==> config.mk <==
export PLATFORM = sky130hd
export DESIGN_NAME = fpga_riscv_top_flat
export DESIGN_NICKNAME = d
export VERILOG_FILES = /design/src/rtl/fpga_riscv_top_if.sv /design/src/rtl/fpga_riscv_top.sv /design/src/flat_wrapper.sv
export SDC_FILE = /design/constraint.sdc
export NUM_CORES = 1
export LEC_CHECK = 0
export CORE_ASPECT_RATIO = 1.75
export CORE_MARGIN = 5
export CORE_UTILIZATION = 60
export CTS_CLUSTER_DIAMETER = 80
export DETAILED_ROUTE_END_ITERATION = 8
export DONT_BUFFER_PORTS = 1
export PLACE_DENSITY = 0.76
export SKIP_CTS_REPAIR_TIMING = 1
export SLEW_MARGIN = 20
export SYNTH_ARGS = -nofsm -noshare
export SYNTH_HDL_FRONTEND = slang
export SYNTH_SLANG_ARGS = --single-unit
==> constraint.sdc <==
create_clock -name sys_clk -period 4.5 [get_ports sys_clk]
set_input_delay 0.9 -clock sys_clk [delete_from_list [all_inputs] [get_ports sys_clk]]
set_output_delay 0.9 -clock sys_clk [all_outputs]
set_load 0.01 [all_outputs]
==> src/rtl/fpga_riscv_top_if.sv <==
// ADAU1761 codec pin bundle: SPI control port plus I2S playback clocks and data.
// Pure wiring with no latency; the codec has no ready signal, so there is no backpressure.
interface fpga_riscv_top_if;
  logic mclk;
  logic clatch;
  logic cdata;
  logic cclk;
  logic dac_sdata;
  logic bclk;
  logic lrclk;

  modport master (output mclk, clatch, cdata, cclk, dac_sdata, bclk, lrclk);
  modport slave  (input  mclk, clatch, cdata, cclk, dac_sdata, bclk, lrclk);
endinterface

==> src/rtl/fpga_riscv_top.sv <==
// Board top: reset and button conditioning, codec SPI init, then an I2S square-wave tone.
// All pin outputs are registered (one cycle); the codec cannot stall, so nothing applies backpressure.
module fpga_riscv_top #(
  parameter int CLK_HZ          = 50_000_000,
  parameter int DEBOUNCE_CYCLES = CLK_HZ / 50,
  parameter int N_INIT          = 8
) (
  input  logic             sys_clk,
  input  logic             btn_c,
  input  logic             btn_u,
  input  logic             btn_d,
  input  logic             btn_l,
  input  logic             btn_r,
  input  logic [7:0]       dip,
  output logic [7:0]       led,
  output logic [7:0]       debug,
  fpga_riscv_top_if.master ac
);

  localparam int IW  = (N_INIT > 1) ? $clog2(N_INIT) : 1;
  localparam int DBW = $clog2(DEBOUNCE_CYCLES + 1);

  typedef enum logic [2:0] {S_RESET, S_LATCH, S_WRITE, S_GAP, S_DONE} state_t;

  logic rst_meta, rst;
  always_ff @(posedge sys_clk) begin
    rst_meta <= btn_c;
    rst      <= rst_meta;
  end

  // One counter feeds every codec clock: bit1 = mclk, bit3 = bclk, bit9 = lrclk.
  logic [9:0] div_cnt;
  always_ff @(posedge sys_clk) begin
    if (rst) div_cnt <= '0;
    else     div_cnt <= div_cnt + 10'd1;
  end

  assign ac.mclk  = div_cnt[1];
  assign ac.bclk  = div_cnt[3];
  assign ac.lrclk = div_cnt[9];

  // Buttons packed in priority order {u, r, d, l}.
  logic [3:0] btn_meta, btn_sync, btn_db;
  logic [DBW-1:0] db_cnt [4];
  always_ff @(posedge sys_clk) begin
    if (rst) begin
      btn_meta <= '0;
      btn_sync <= '0;
      btn_db   <= '0;
      for (int i = 0; i < 4; i++) db_cnt[i] <= '0;
    end else begin
      btn_meta <= {btn_u, btn_r, btn_d, btn_l};
      btn_sync <= btn_meta;
      for (int i = 0; i < 4; i++) begin
        if (btn_sync[i] == btn_db[i]) begin
          db_cnt[i] <= '0;
        end else if (db_cnt[i] == DBW'(DEBOUNCE_CYCLES - 1)) begin
          btn_db[i] <= btn_sync[i];
          db_cnt[i] <= '0;
        end else begin
          db_cnt[i] <= db_cnt[i] + DBW'(1);
        end
      end
    end
  end

  // SPI init sequencer
  state_t        state, state_n;
  logic [7:0]    cnt, cnt_n;
  logic [1:0]    pulse, pulse_n;
  logic [IW-1:0] idx, idx_n;
  logic [31:0]   word_n;
  logic          clatch_q, cdata_q, cclk_q;
  logic          clatch_d, cdata_d, cclk_d;
  logic          init_done;

  function automatic logic [23:0] init_rom(input logic [IW-1:0] i);
    case (int'(i))
      0:       init_rom = {16'h4000, 8'h01};
      1:       init_rom = {16'h4015, 8'h01};
      2:       init_rom = {16'h4029, 8'h03};
      3:       init_rom = {16'h402A, 8'h03};
      4:       init_rom = {16'h4023, 8'hE7};
      5:       init_rom = {16'h4024, 8'hE7};
      6:       init_rom = {16'h40F9, 8'h7F};
      7:       init_rom = {16'h40FA, 8'h03};
      default: init_rom = 24'h000000;
    endcase
  endfunction

  always_ff @(posedge sys_clk) begin
    if (rst) begin
      state    <= S_RESET;
      cnt      <= '0;
      pulse    <= '0;
      idx      <= '0;
      clatch_q <= 1'b1;
      cdata_q  <= 1'b0;
      cclk_q   <= 1'b0;
    end else begin
      state    <= state_n;
      cnt      <= cnt_n;
      pulse    <= pulse_n;
      idx      <= idx_n;
      clatch_q <= clatch_d;
      cdata_q  <= cdata_d;
      cclk_q   <= cclk_d;
    end
  end

  always_comb begin
    state_n = state;
    cnt_n   = cnt + 8'd1;
    pulse_n = pulse;
    idx_n   = idx;
    case (state)
      S_RESET: begin
        state_n = S_LATCH;
        cnt_n   = '0;
        pulse_n = '0;
        idx_n   = '0;
      end
      S_LATCH: begin
        if (cnt == 8'd15) begin
          cnt_n = '0;
          if (pulse == 2'd2) state_n = S_WRITE;
          else               pulse_n = pulse + 2'd1;
        end
      end
      S_WRITE: begin
        if (cnt == 8'd255) begin
          cnt_n   = '0;
          state_n = S_GAP;
        end
      end
      S_GAP: begin
        if (cnt == 8'd15) begin
          cnt_n = '0;
          if (idx == IW'(N_INIT - 1)) begin
            state_n = S_DONE;
          end else begin
            idx_n   = idx + IW'(1);
            state_n = S_WRITE;
          end
        end
      end
      S_DONE:  cnt_n = '0;
      default: state_n = S_RESET;
    endcase

    // Pins are derived from the next state so they register in step with it;
    // during a write cnt = {bit[4:0], phase[2:0]} and cclk is phase bit 2.
    word_n   = {8'h00, init_rom(idx_n)};
    clatch_d = !((state_n == S_WRITE) || (state_n == S_LATCH && cnt_n < 8'd8));
    cclk_d   = (state_n == S_WRITE) && cnt_n[2];
    cdata_d  = (state_n == S_WRITE) && word_n[~cnt_n[7:3]];
  end

  assign init_done = (state == S_DONE);
  assign ac.clatch = clatch_q;
  assign ac.cdata  = cdata_q;
  assign ac.cclk   = cclk_q;

  // Tone generator: sign flips every half_frames frames while a button is held.
  logic [6:0]  half_frames, frame_cnt;
  logic        tone_on, tone_neg;
  logic [23:0] amp, sample;
  logic        frame_start;

  always_comb begin
    half_frames = 7'd0;
    if      (btn_db[3]) half_frames = 7'd27;
    else if (btn_db[2]) half_frames = 7'd36;
    else if (btn_db[1]) half_frames = 7'd55;
    else if (btn_db[0]) half_frames = 7'd73;
  end

  assign tone_on     = |btn_db;
  assign amp         = {dip, 16'h0000};
  assign frame_start = (div_cnt == 10'h3FF);

  always_ff @(posedge sys_clk) begin
    if (rst) begin
      frame_cnt <= '0;
      tone_neg  <= 1'b0;
      sample    <= '0;
    end else if (frame_start) begin
      if (!tone_on) begin
        frame_cnt <= '0;
        tone_neg  <= 1'b0;
      end else if (frame_cnt >= half_frames - 7'd1) begin
        frame_cnt <= '0;
        tone_neg  <= ~tone_neg;
      end else begin
        frame_cnt <= frame_cnt + 7'd1;
      end
      sample <= (init_done && tone_on) ? (tone_neg ? -amp : amp) : '0;
    end
  end

  // sdata moves with the bclk falling edge; slot bit 0 is the I2S one-bit delay.
  logic [4:0] slot_bit;
  logic       sdata_q;
  assign slot_bit = div_cnt[8:4] + 5'd1;

  always_ff @(posedge sys_clk) begin
    if (rst) begin
      sdata_q <= 1'b0;
    end else if (div_cnt[3:0] == 4'hF) begin
      if (slot_bit != 5'd0 && slot_bit <= 5'd24) sdata_q <= sample[5'(5'd24 - slot_bit)];
      else                                        sdata_q <= 1'b0;
    end
  end

  assign ac.dac_sdata = sdata_q;

  always_ff @(posedge sys_clk) begin
    if (rst) begin
      led   <= '0;
      debug <= '0;
    end else begin
      led   <= init_done ? dip : 8'h00;
      debug <= {init_done, rst, ac.lrclk, ac.bclk, sdata_q, cclk_q, cdata_q, clatch_q};
    end
  end

endmodule

==> src/flat_wrapper.sv <==
// flat-port wrapper written by rule: the top's interface ports become plain ports
module fpga_riscv_top_flat 
#(
  parameter int CLK_HZ          = 50_000_000,
  parameter int DEBOUNCE_CYCLES = CLK_HZ / 50,
  parameter int N_INIT          = 8
)
  (sys_clk, btn_c, btn_u, btn_d, btn_l, btn_r, dip, led, debug, ac_mclk, ac_clatch, ac_cdata, ac_cclk, ac_dac_sdata, ac_bclk, ac_lrclk);
  fpga_riscv_top_if ac_i ();
  input  logic sys_clk;
  input  logic btn_c;
  input  logic btn_u;
  input  logic btn_d;
  input  logic btn_l;
  input  logic btn_r;
  input  logic [7:0] dip;
  output logic [7:0] led;
  output logic [7:0] debug;
  output wire logic [$bits(ac_i.mclk)-1:0] ac_mclk;
  output wire logic [$bits(ac_i.clatch)-1:0] ac_clatch;
  output wire logic [$bits(ac_i.cdata)-1:0] ac_cdata;
  output wire logic [$bits(ac_i.cclk)-1:0] ac_cclk;
  output wire logic [$bits(ac_i.dac_sdata)-1:0] ac_dac_sdata;
  output wire logic [$bits(ac_i.bclk)-1:0] ac_bclk;
  output wire logic [$bits(ac_i.lrclk)-1:0] ac_lrclk;
  assign ac_mclk = ac_i.mclk;
  assign ac_clatch = ac_i.clatch;
  assign ac_cdata = ac_i.cdata;
  assign ac_cclk = ac_i.cclk;
  assign ac_dac_sdata = ac_i.dac_sdata;
  assign ac_bclk = ac_i.bclk;
  assign ac_lrclk = ac_i.lrclk;
  fpga_riscv_top #(.CLK_HZ(CLK_HZ), .DEBOUNCE_CYCLES(DEBOUNCE_CYCLES), .N_INIT(N_INIT)) u_core (.sys_clk(sys_clk), .btn_c(btn_c), .btn_u(btn_u), .btn_d(btn_d), .btn_l(btn_l), .btn_r(btn_r), .dip(dip), .led(led), .debug(debug), .ac(ac_i));
endmodule
After elaboration in Yosys (flattened, before gate mapping)
Memory sizes are Yosys's and may differ from the RTL's.
Cells that the tools add are included.
Word-level totals
  register bits after elaboration: 92
  bits in latches: 0
  RAM bits: 80
  bits in read-only memories: 120
  word-level logic and storage cells: 193
  memories: 2
Memories
  (no name shown): depth 8, bits a word 15, read ports 1, clocked after memory_dff 0, wr ports 0, RTL line fpga_riscv_top.sv:78  | case (int'(i))
  u_core.db_cnt: depth 4, bits a word 20, read ports 4, clocked after memory_dff 0, wr ports 4, RTL line fpga_riscv_top.sv:44  | logic [DBW-1:0] db_cnt [4];
Cells by class
  $add $sub $neg: 13
  $mul: 0
  divide/modulo/power cells: 0
  magnitude comparators: 5
  equality and inequality tests: 23
  shifts and indexed selects: 0
  muxes and demuxes: 88
  bitwise gates (word level): 19
  reduce and logical (&&, ||, !) cells: 20
Operators with widths (count)
  $mux 20: 12
  $add 20x1->20 const B: 4
  $eq 20x20->1 const B: 4
  $mux 1: 51
  $mux 24: 2
  $mux 7: 6
  $neg 24->24: 1
  $pmux 8 s3: 1
  $mux 3: 7
  $mux 8: 2
  $pmux 3 s5: 1
  $lt 5x6->1 const B: 2
  $or 1x1->1: 12
  $add 10x1->10 const B: 1
  $bmux 1 s5: 2
  $eq 10x10->1 const B: 1
  $reduce_and 2->1: 5
  $eq 3x2->1 const B: 3
  $add 8x1->8 const B: 1
  $eq 8x4->1 const B: 1
  $eq 8x8->1 const B: 1
  $lt 8x4->1 const B: 1
  $add 7x1->7 const B: 1
  $ge 7x7->1: 1
  27 further kinds: 45

Logic depth before layout (Yosys ltp)
Gate-level depths: netlist of run 1.
  depth in word-level cells: 8
  mapped depth: 13
  depth with buffers taken out: 12

Worst setup path after synthesis of run 1
Ideal clock, no wire load.
  path type: reg-to-reg
  from: register u_core.cnt[4]
  to: register u_core.cdata_q (netlist: u_core.ac.cdata)
  library setup time: 0.122 ns
  data arrival time: 2.532 ns
  required time: 4.378 ns
  slack: 1.846 ns
  stages on the path, launching flop included: 10
  clock period less this slack: 2.654 ns
  path through: dfxtp_1 > or4_4 > nor4b_4 > mux2i_1 > clkinv_1 > ha_1 > nand3_1 > a21oi_1 > a211oi_1 > o41ai_2
Between the ends
  word-level cells in the longest chain between the ends: 7
  elaborated cells on any way between the ends: 18
  those cells by class: 1 x add/sub; 3 x eq/ne; 11 x mux; 1 x bitwise; 1 x reduce/logical; 1 x memory
RTL lines
  from (decl): RTL line fpga_riscv_top.sv:69  | logic [7:0] cnt, cnt_n;
  from (signal assigned): RTL line fpga_riscv_top.sv:102  | cnt <= cnt_n;
  $eq 8x4->1: RTL line fpga_riscv_top.sv:137  | if (cnt == 8'd15) begin
  $mux 3: RTL line fpga_riscv_top.sv:137
  $pmux 3 s2: RTL line fpga_riscv_top.sv:116  | case (state)
  net u_core.idx_n[1]: RTL line fpga_riscv_top.sv:71  | logic [IW-1:0] idx, idx_n;
  $mem_v2 8x15
  $bmux 1 s5: RTL line fpga_riscv_top.sv:156  | cdata_d = (state_n == S_WRITE) && word_n[~cnt_n[7:3]];
  $mux 1 (not written as such): RTL line fpga_riscv_top.sv:156
  $logic_and 1x1->1: RTL line fpga_riscv_top.sv:156
  to (signal assigned): RTL line fpga_riscv_top.sv:106  | cdata_q <= cdata_d;
  to (decl): RTL line fpga_riscv_top.sv:73  | logic clatch_q, cdata_q, cclk_q;
The timed path passes the listed nets, and every way through them passes these cells. The select of a mux whose other input is x is not followed.
A chain may end at the register's enable or synchronous reset.

Worst setup path after layout of run 1
Same ends and word-level chain as after synthesis.

==> flow_metrics.tcl, run 1 <==
set metrics [dict create \
    status "complete, no violations" \
    worstPathArrival_ns 3.33 \
    cts_tree "built" \
    timing.fmax_ghz 0.3301 \
    drive_gt1_share_pct 5.430 \
    nets 910 \
    n_antenna_cell 0 \
    crit_fanout 7 \
    yosys_warnings 0 \
    intPower_mw 2.433 \
    gp_congestion 0.8187 \
    worstSetupPathType "flop to flop" \
    async_flop_share_pct 0 \
    drv_slew 0 \
    avgRoutedWirePerCell_um 14.49 \
    synth.distinct_cells 64 \
    tightest_slew_ns 0.7932 \
    start_util_pct 61.03 \
    cts_buffer_depth 2 \
    vias 5749 \
    clock-sinks 155 \
    ios 37 \
    drt_iter0_markers 225 \
    grt_usage_pct 21.43 \
    area.growth.synth_to_final_pct 12.74 \
    clkTransAtPathRegs_ns 0.06 \
    cts_root_buf "clkbuf_16" \
    ys.flop_type "edfxtp_1" \
    syn_inst 802 \
    io_buffers 0 \
    firstDrtPassIters 4 \
    die_area_um2 15570 \
    grt_pass1_wl_um 26570 \
    crit_end "u_core.ac.cdata" \
    syn-cell-area_um2 7854 \
    fin_util_pct 68.81 \
    wl_um 15290 \
    pwr-share-clk_pct 46.7 \
    cts_htree_levels 4 \
    fp-row-count 55 \
    p_sw_share_pct 21.45 \
    cp-startpoint "u_core.cnt[4]" \
    hold_viol 0 \
    die-width_um 96.49 \
    fin_crit_ns 3.029 \
    start_kind "flop" \
    ys_seq_area_share_pct 49.71 \
    p_leak_nw 3.291 \
    coreArea_um2 12870 \
    finalSetupTns_ns 0 \
    cts_made_buffers 17 \
    cap_violations 0 \
    instances_no_fill 1055 \
    end_kind "flop" \
    reg2reg_depth 9 \
    hp-class "flop to flop" \
    reg2reg_to "u_core.ac.cdata" \
    avgSynthCellArea_um2 9.793 \
    synth_edf_count 80 \
    place_area_um2 8255 \
    maxSlewHeadroom_pct 46.71 \
    drc 0 \
    clock_latency_ns 0.42 \
    die-height_um 161.4 \
    ant_nets 0 \
    grt_pass1_vias 5961 \
    peakVddDrop_v 0.0003307 \
    grt_max_degree 65 \
    regToRegSetupSlack_ns 1.47 \
    vias_per_cell 5.449 \
    required_ns 4.80 \
    grt-ovfl-total 0 \
    num-fill-cells 1021 \
    rsz0062_at_grt "no" \
    finalSetupViolations 0 \
    seqPwrFrac_pct 50.5 \
    power.switching_uw 664.5 \
    place_inst 1023 \
    min_period_over_period_pct 67.32 \
    fin_area_um2 8855 \
    finClkSkew_ns 0.01066 \
    antenna_found_initial 0 \
    powerDensity_nw_per_um2 349.8 \
    r2r_start "u_core.cnt[4]" \
    comb_power_share_pct 2.8 \
    synth-seq-cells 155 \
    hpwl_um 11030 \
]
worst max-delay path: stages, from the launching register on:
cell and delay, ns:
dfxtp_1 0.36, or4_4 0.59, nor4b_4 0.30, mux2i_1 0.60, clkinv_1 0.25, ha_1 0.27
mux2i_1 0.13, o21ai_0 0.09, a31oi_1 0.22, o41ai_2 0.10
cell usage in the layout (no fill, tap or decap), types with 3 or more instances in the layout:
master      netlist  layout
nand4_1          11      11
or3_1            15      15
nand2_1          43      43
clkinvlp_4        0       3
xnor2_1          56      56
conb_1            2      81
a41oi_1           3       3
a31oi_1           5       5
nand2b_1          5       5
dfxtp_1          75      74
nor4b_1           7       7
ha_1             25      25
and3_1           24      24
nor2b_1          23      23
a22oi_1           9       9
or2_2             4       4
and2_1           11      11
a21oi_1          21      21
clkbuf_16         0      17
xor2_1           40      40
and4_1            6       6
nor3_1           21      21
a21o_1            4       4
clkinv_4          0       3
o21ai_0          19      19
mux2i_1           7       7
bufinv_16         0       3
nor2_1          139     139
o31ai_1           6       6
nand3_1          53      53
inv_1            18      18
o21a_1            3       3
edfxtp_1         80      80
nor4_1            3       3
power by group through the flow:
stage               combinational (mW)  sequential (mW)  clock (mW)
finish                          0.0868             1.57        1.45
CTS                             0.0853             1.57        1.47
global placement                0.0818             1.59           0
floorplan                       0.0741             1.58           0
global route                     0.101             1.57        1.54
detailed placement              0.0840             1.60           0
layout make-up:
class	count	area, um^2	area share (%)
well taps	171	214.0	2.416
clock buffers	18	429.2	4.847
inverters	19	71.32	0.8054
multi-input cells	677	4058	45.82
flip-flops and latches	155	3905	44.10
repair buffers	1	7.507	0.08478
clock inverters	14	170.2	1.922
synthesized netlist by cell type, types with 5 or more instances:
master / number / area, um^2
a21oi_1: 21 / 105.1
a22oi_1: 9 / 67.56
a31oi_1: 5 / 31.28
and2_1: 11 / 68.82
and3_1: 24 / 150.1
and4_1: 6 / 52.55
clkbuf_1: 25 / 93.84
dfxtp_1: 75 / 1501
edfxtp_1: 80 / 2402
ha_1: 25 / 312.8
inv_1: 18 / 67.56
mux2i_1: 7 / 70.07
nand2_1: 43 / 161.4
nand2b_1: 5 / 31.28
nand3_1: 53 / 265.3
nand4_1: 11 / 68.82
nor2_1: 139 / 521.8
nor2b_1: 23 / 143.9
nor3_1: 21 / 105.1
nor4b_1: 7 / 61.31
o21ai_0: 19 / 95.09
o31ai_1: 6 / 45.04
or3_1: 15 / 93.84
xnor2_1: 56 / 490.5
xor2_1: 40 / 350.3
worst min path at each step:
stage,startpoint,to,depth (start not counted)
floorplan,u_core.rst_meta,u_core.rst,0
global placement,u_core.rst_meta,u_core.rst,0
detailed placement,u_core.rst_meta,u_core.rst,0
CTS,u_core.rst_meta,u_core.rst,0
global route,u_core.rst_meta,u_core.rst,0
finish,u_core.rst_meta,u_core.rst,0
cell families (layout without fill, tap and decap cells):
group | after synthesis | count (layout) | share of synthesized area [%]
AND/OR/NAND/NOR | 376 | 376 | 24.04
flip-flops | 155 | 155 | 49.71
XOR/XNOR | 96 | 96 | 10.71
AO/OA/AOI/OAI | 90 | 90 | 7.599
buffers and inverters | 49 | 52 | 2.405
adder cells (fa/ha/maj) | 25 | 25 | 3.983
multiplexers | 9 | 9 | 1.466
other | 2 | 81 | 0.09562
stage by stage:
stage	hold WS [ns]	power [mW]	worst slack, ns
floorplan	0.3096	1.657	1.846
detailed placement	0.3156	1.680	1.537
CTS	0.3289	3.121	1.491
global route	0.3366	3.209	1.230
finish	0.3279	3.098	1.471
global placement	0.3120	1.674	1.636
sequential cells by signal, indices dropped and copies added, names as in the netlist:
| signal | flops |
|---|---|
| u_core.db_cnt | 80 |
| u_core.ac.clatch | 1 |
| u_core.ac.dac_sdata | 1 |
| u_core.rst_meta | 1 |
| u_core.ac.cclk | 1 |
| u_core.rst | 1 |
| u_core.state | 3 |
| u_core.tone_neg | 1 |
| u_core.btn_db | 4 |
| u_core.frame_cnt | 7 |
| u_core.btn_meta | 4 |
| u_core.btn_sync | 4 |
| u_core.idx | 3 |
| u_core.cnt | 8 |
| u_core.sample | 8 |
| u_core.ac.cdata | 1 |
| u_core.pulse | 2 |
| u_core.div_cnt | 10 |
| u_core.debug | 7 |
| u_core.led | 8 |
per-layer routing:
metal	up-vias	share of wire, %	GRT usage, %
met5	-	0	0
met4	0	2.2	8.812
met3	27	1.9	4.334
met2	77	58	40.22
met1	2767	38	22.31
li1	2878	-	-
Power figures use the tool's default switching activity.
==> run 2: changes to the inputs <==
- CORE_UTILIZATION: 60 -> 58
- clock period: 4.5 -> 2.7 ns (I/O delays scaled with it)
==> run 2 against run 1 <==
Effect of this change: final area grew 1.3%; sequential share of layout area shrank 0.56 points; critical path depth grew 1; utilization shrank 1.8 points; via count grew 2.3%; critical endpoint unchanged.
==> flow_metrics.tcl, run 2 (synthesized netlist as in run 1, its figures left out) <==
set metrics [dict create \
    start_kind "flop" \
    gp_congestion 0.8837 \
    multi_input_area_um2 4081 \
    finalSetupTns_ns 0 \
    cts_buffer_depth 2 \
    rsz0062_at_grt "no" \
    seqPwrFrac_pct 52.5 \
    cap_violations 0 \
    cts_tree "built" \
    timing.fmax_ghz 0.3835 \
    hold_end "u_core.rst_meta" \
    status "complete, no violations" \
    grt-ovfl-total 0 \
    drive_gt1_share_pct 7.973 \
    hpwl_um 11120 \
    end_kind "flop" \
    avgRoutedWirePerCell_um 14.25 \
    largest_reg_flops 80 \
    regMostFlops "u_core.db_cnt" \
    grt_pass1_vias 5973 \
    drc 0 \
    grt_pass1_wl_um 25790 \
    layout_commonest_cell "nor2_1" \
    worstPathCellList "or4_4, nor4b_4, o21ai_1, and2_1, inv_1, ha_1, a311oi_1, a31oi_1, a31oi_1, o41ai_2" \
    ff_latch_area_um2 3906 \
    die-width_um 97.97 \
    nets 929 \
    crit_slowest_cell "or4_4" \
    wl_um 15350 \
    clock_latency_ns 0.41 \
    reg2reg_depth 10 \
    cp.buffers_inverters 1 \
    comb_power_share_pct 2.9 \
    firstDrtPassIters 6 \
    reg2reg_to "u_core.ac.cdata" \
    power.switching_mw 1.102 \
    maxSlewHeadroom_pct 56.17 \
    min_delay_path_depth 0 \
    area.growth.synth_to_final_pct 14.24 \
    layout_common_cells "nor2_1, conb_1, edfxtp_1, dfxtp_1, xnor2_1" \
    start_util_pct 58.69 \
    vias_per_cell 5.461 \
    finalSetupViolations 0 \
    hp-class "primary input to flop" \
    coreArea_um2 13380 \
    drv_slew 0 \
    reg.largest.list "u_core.db_cnt x80, u_core.div_cnt x10" \
    tightest_slew_ns 0.6574 \
    powerDensity_nw_per_um2 554.7 \
    worstPathArrival_ns 2.91 \
    min_from "btn_c" \
    ant_nets 0 \
    pwr-share-clk_pct 44.6 \
    cp_common_cell "a31oi_1" \
    p_leak_nw 3.388 \
    required_ns 3.00 \
    cp-startpoint "u_core.cnt[4]" \
    regToRegSetupSlack_ns 0.09 \
    io_buffers 0 \
    cts_root_buf "clkbuf_16" \
    intPower_mw 3.875 \
    cpPeakStageDelay_ns 0.60 \
    cts_htree_levels 4 \
    peakVddDrop_v 0.0005112 \
    die_area_um2 16060 \
    ios 37 \
    hold-worst-slack_ns 0.1488 \
    crit_fanout 4 \
    antenna_found_initial 0 \
    cts_made_buffers 17 \
    n_antenna_cell 0 \
    num-fill-cells 1035 \
    grt_max_degree 30 \
    fin_crit_ns 2.608 \
    fin_util_pct 67.04 \
    finClkSkew_ns 0.007808 \
    critPathTopFamily "simple AND/OR/NAND/NOR gates" \
    worst_slack_ns 0.09219 \
    grt_usage_pct 19.63 \
    hold_viol 0 \
    clock-sinks 155 \
    fp-row-count 56 \
    drt_iter0_markers 263 \
    r2r_start "u_core.cnt[4]" \
    p_sw_share_pct 22.14 \
    die-height_um 163.9 \
    min_period_over_period_pct 96.59 \
    worstSetupPathType "flop to flop" \
    vias 5881 \
    clkTransAtPathRegs_ns 0.06 \
    post-place-ws_ns 0.006777 \
]
## run 2: power by group through the flow
stage	Combinational, mW	Sequential [mW]	Clock (mW)
after floorplan	0.124	2.64	0
after global placement	0.136	2.66	0
after detailed placement	0.139	2.66	0
after CTS	0.142	2.61	2.25
after global routing	0.168	2.62	2.38
final	0.145	2.61	2.22
## run 2: layout make-up
class / count / area share (%)
clock buffers: 19 / 4.825
clock inverters: 13 / 1.255
inverters: 19 / 0.7949
multi-input cells: 677 / 45.49
flip-flops and latches: 155 / 43.54
well taps: 174 / 2.426
repair buffers: 20 / 1.673
## run 2: routing by layer
layer,up-vias,routed length [um],GRT usage (%)
met2,100,8759,38.37
met5,-,0,0
met1,2826,5858,19.50
li1,2922,-,-
met4,0,362,8.885
met3,33,370,3.995
## run 2: how the worst max path moves through the flow
stage	endpoint	slack, ns	cells after the start
floorplan	u_core.ac.cdata	0.05	9
global placement	u_core.ac.cdata	0.09	10
detailed placement	u_core.ac.cdata	0.007	9
CTS	u_core.ac.cdata	-0.01	9
global route	u_core.ac.cdata	0.007	10
finish	u_core.ac.cdata	0.09	10
## run 2: through the flow
step	total power, mW	instances	instance area [um^2]
after floorplan	2.761	881	8150
final	4.977	1077	8972
after detailed placement	2.801	1044	8394
after global routing	5.170	1077	8972
after global placement	2.794	1044	8394
after CTS	5.007	1076	8940
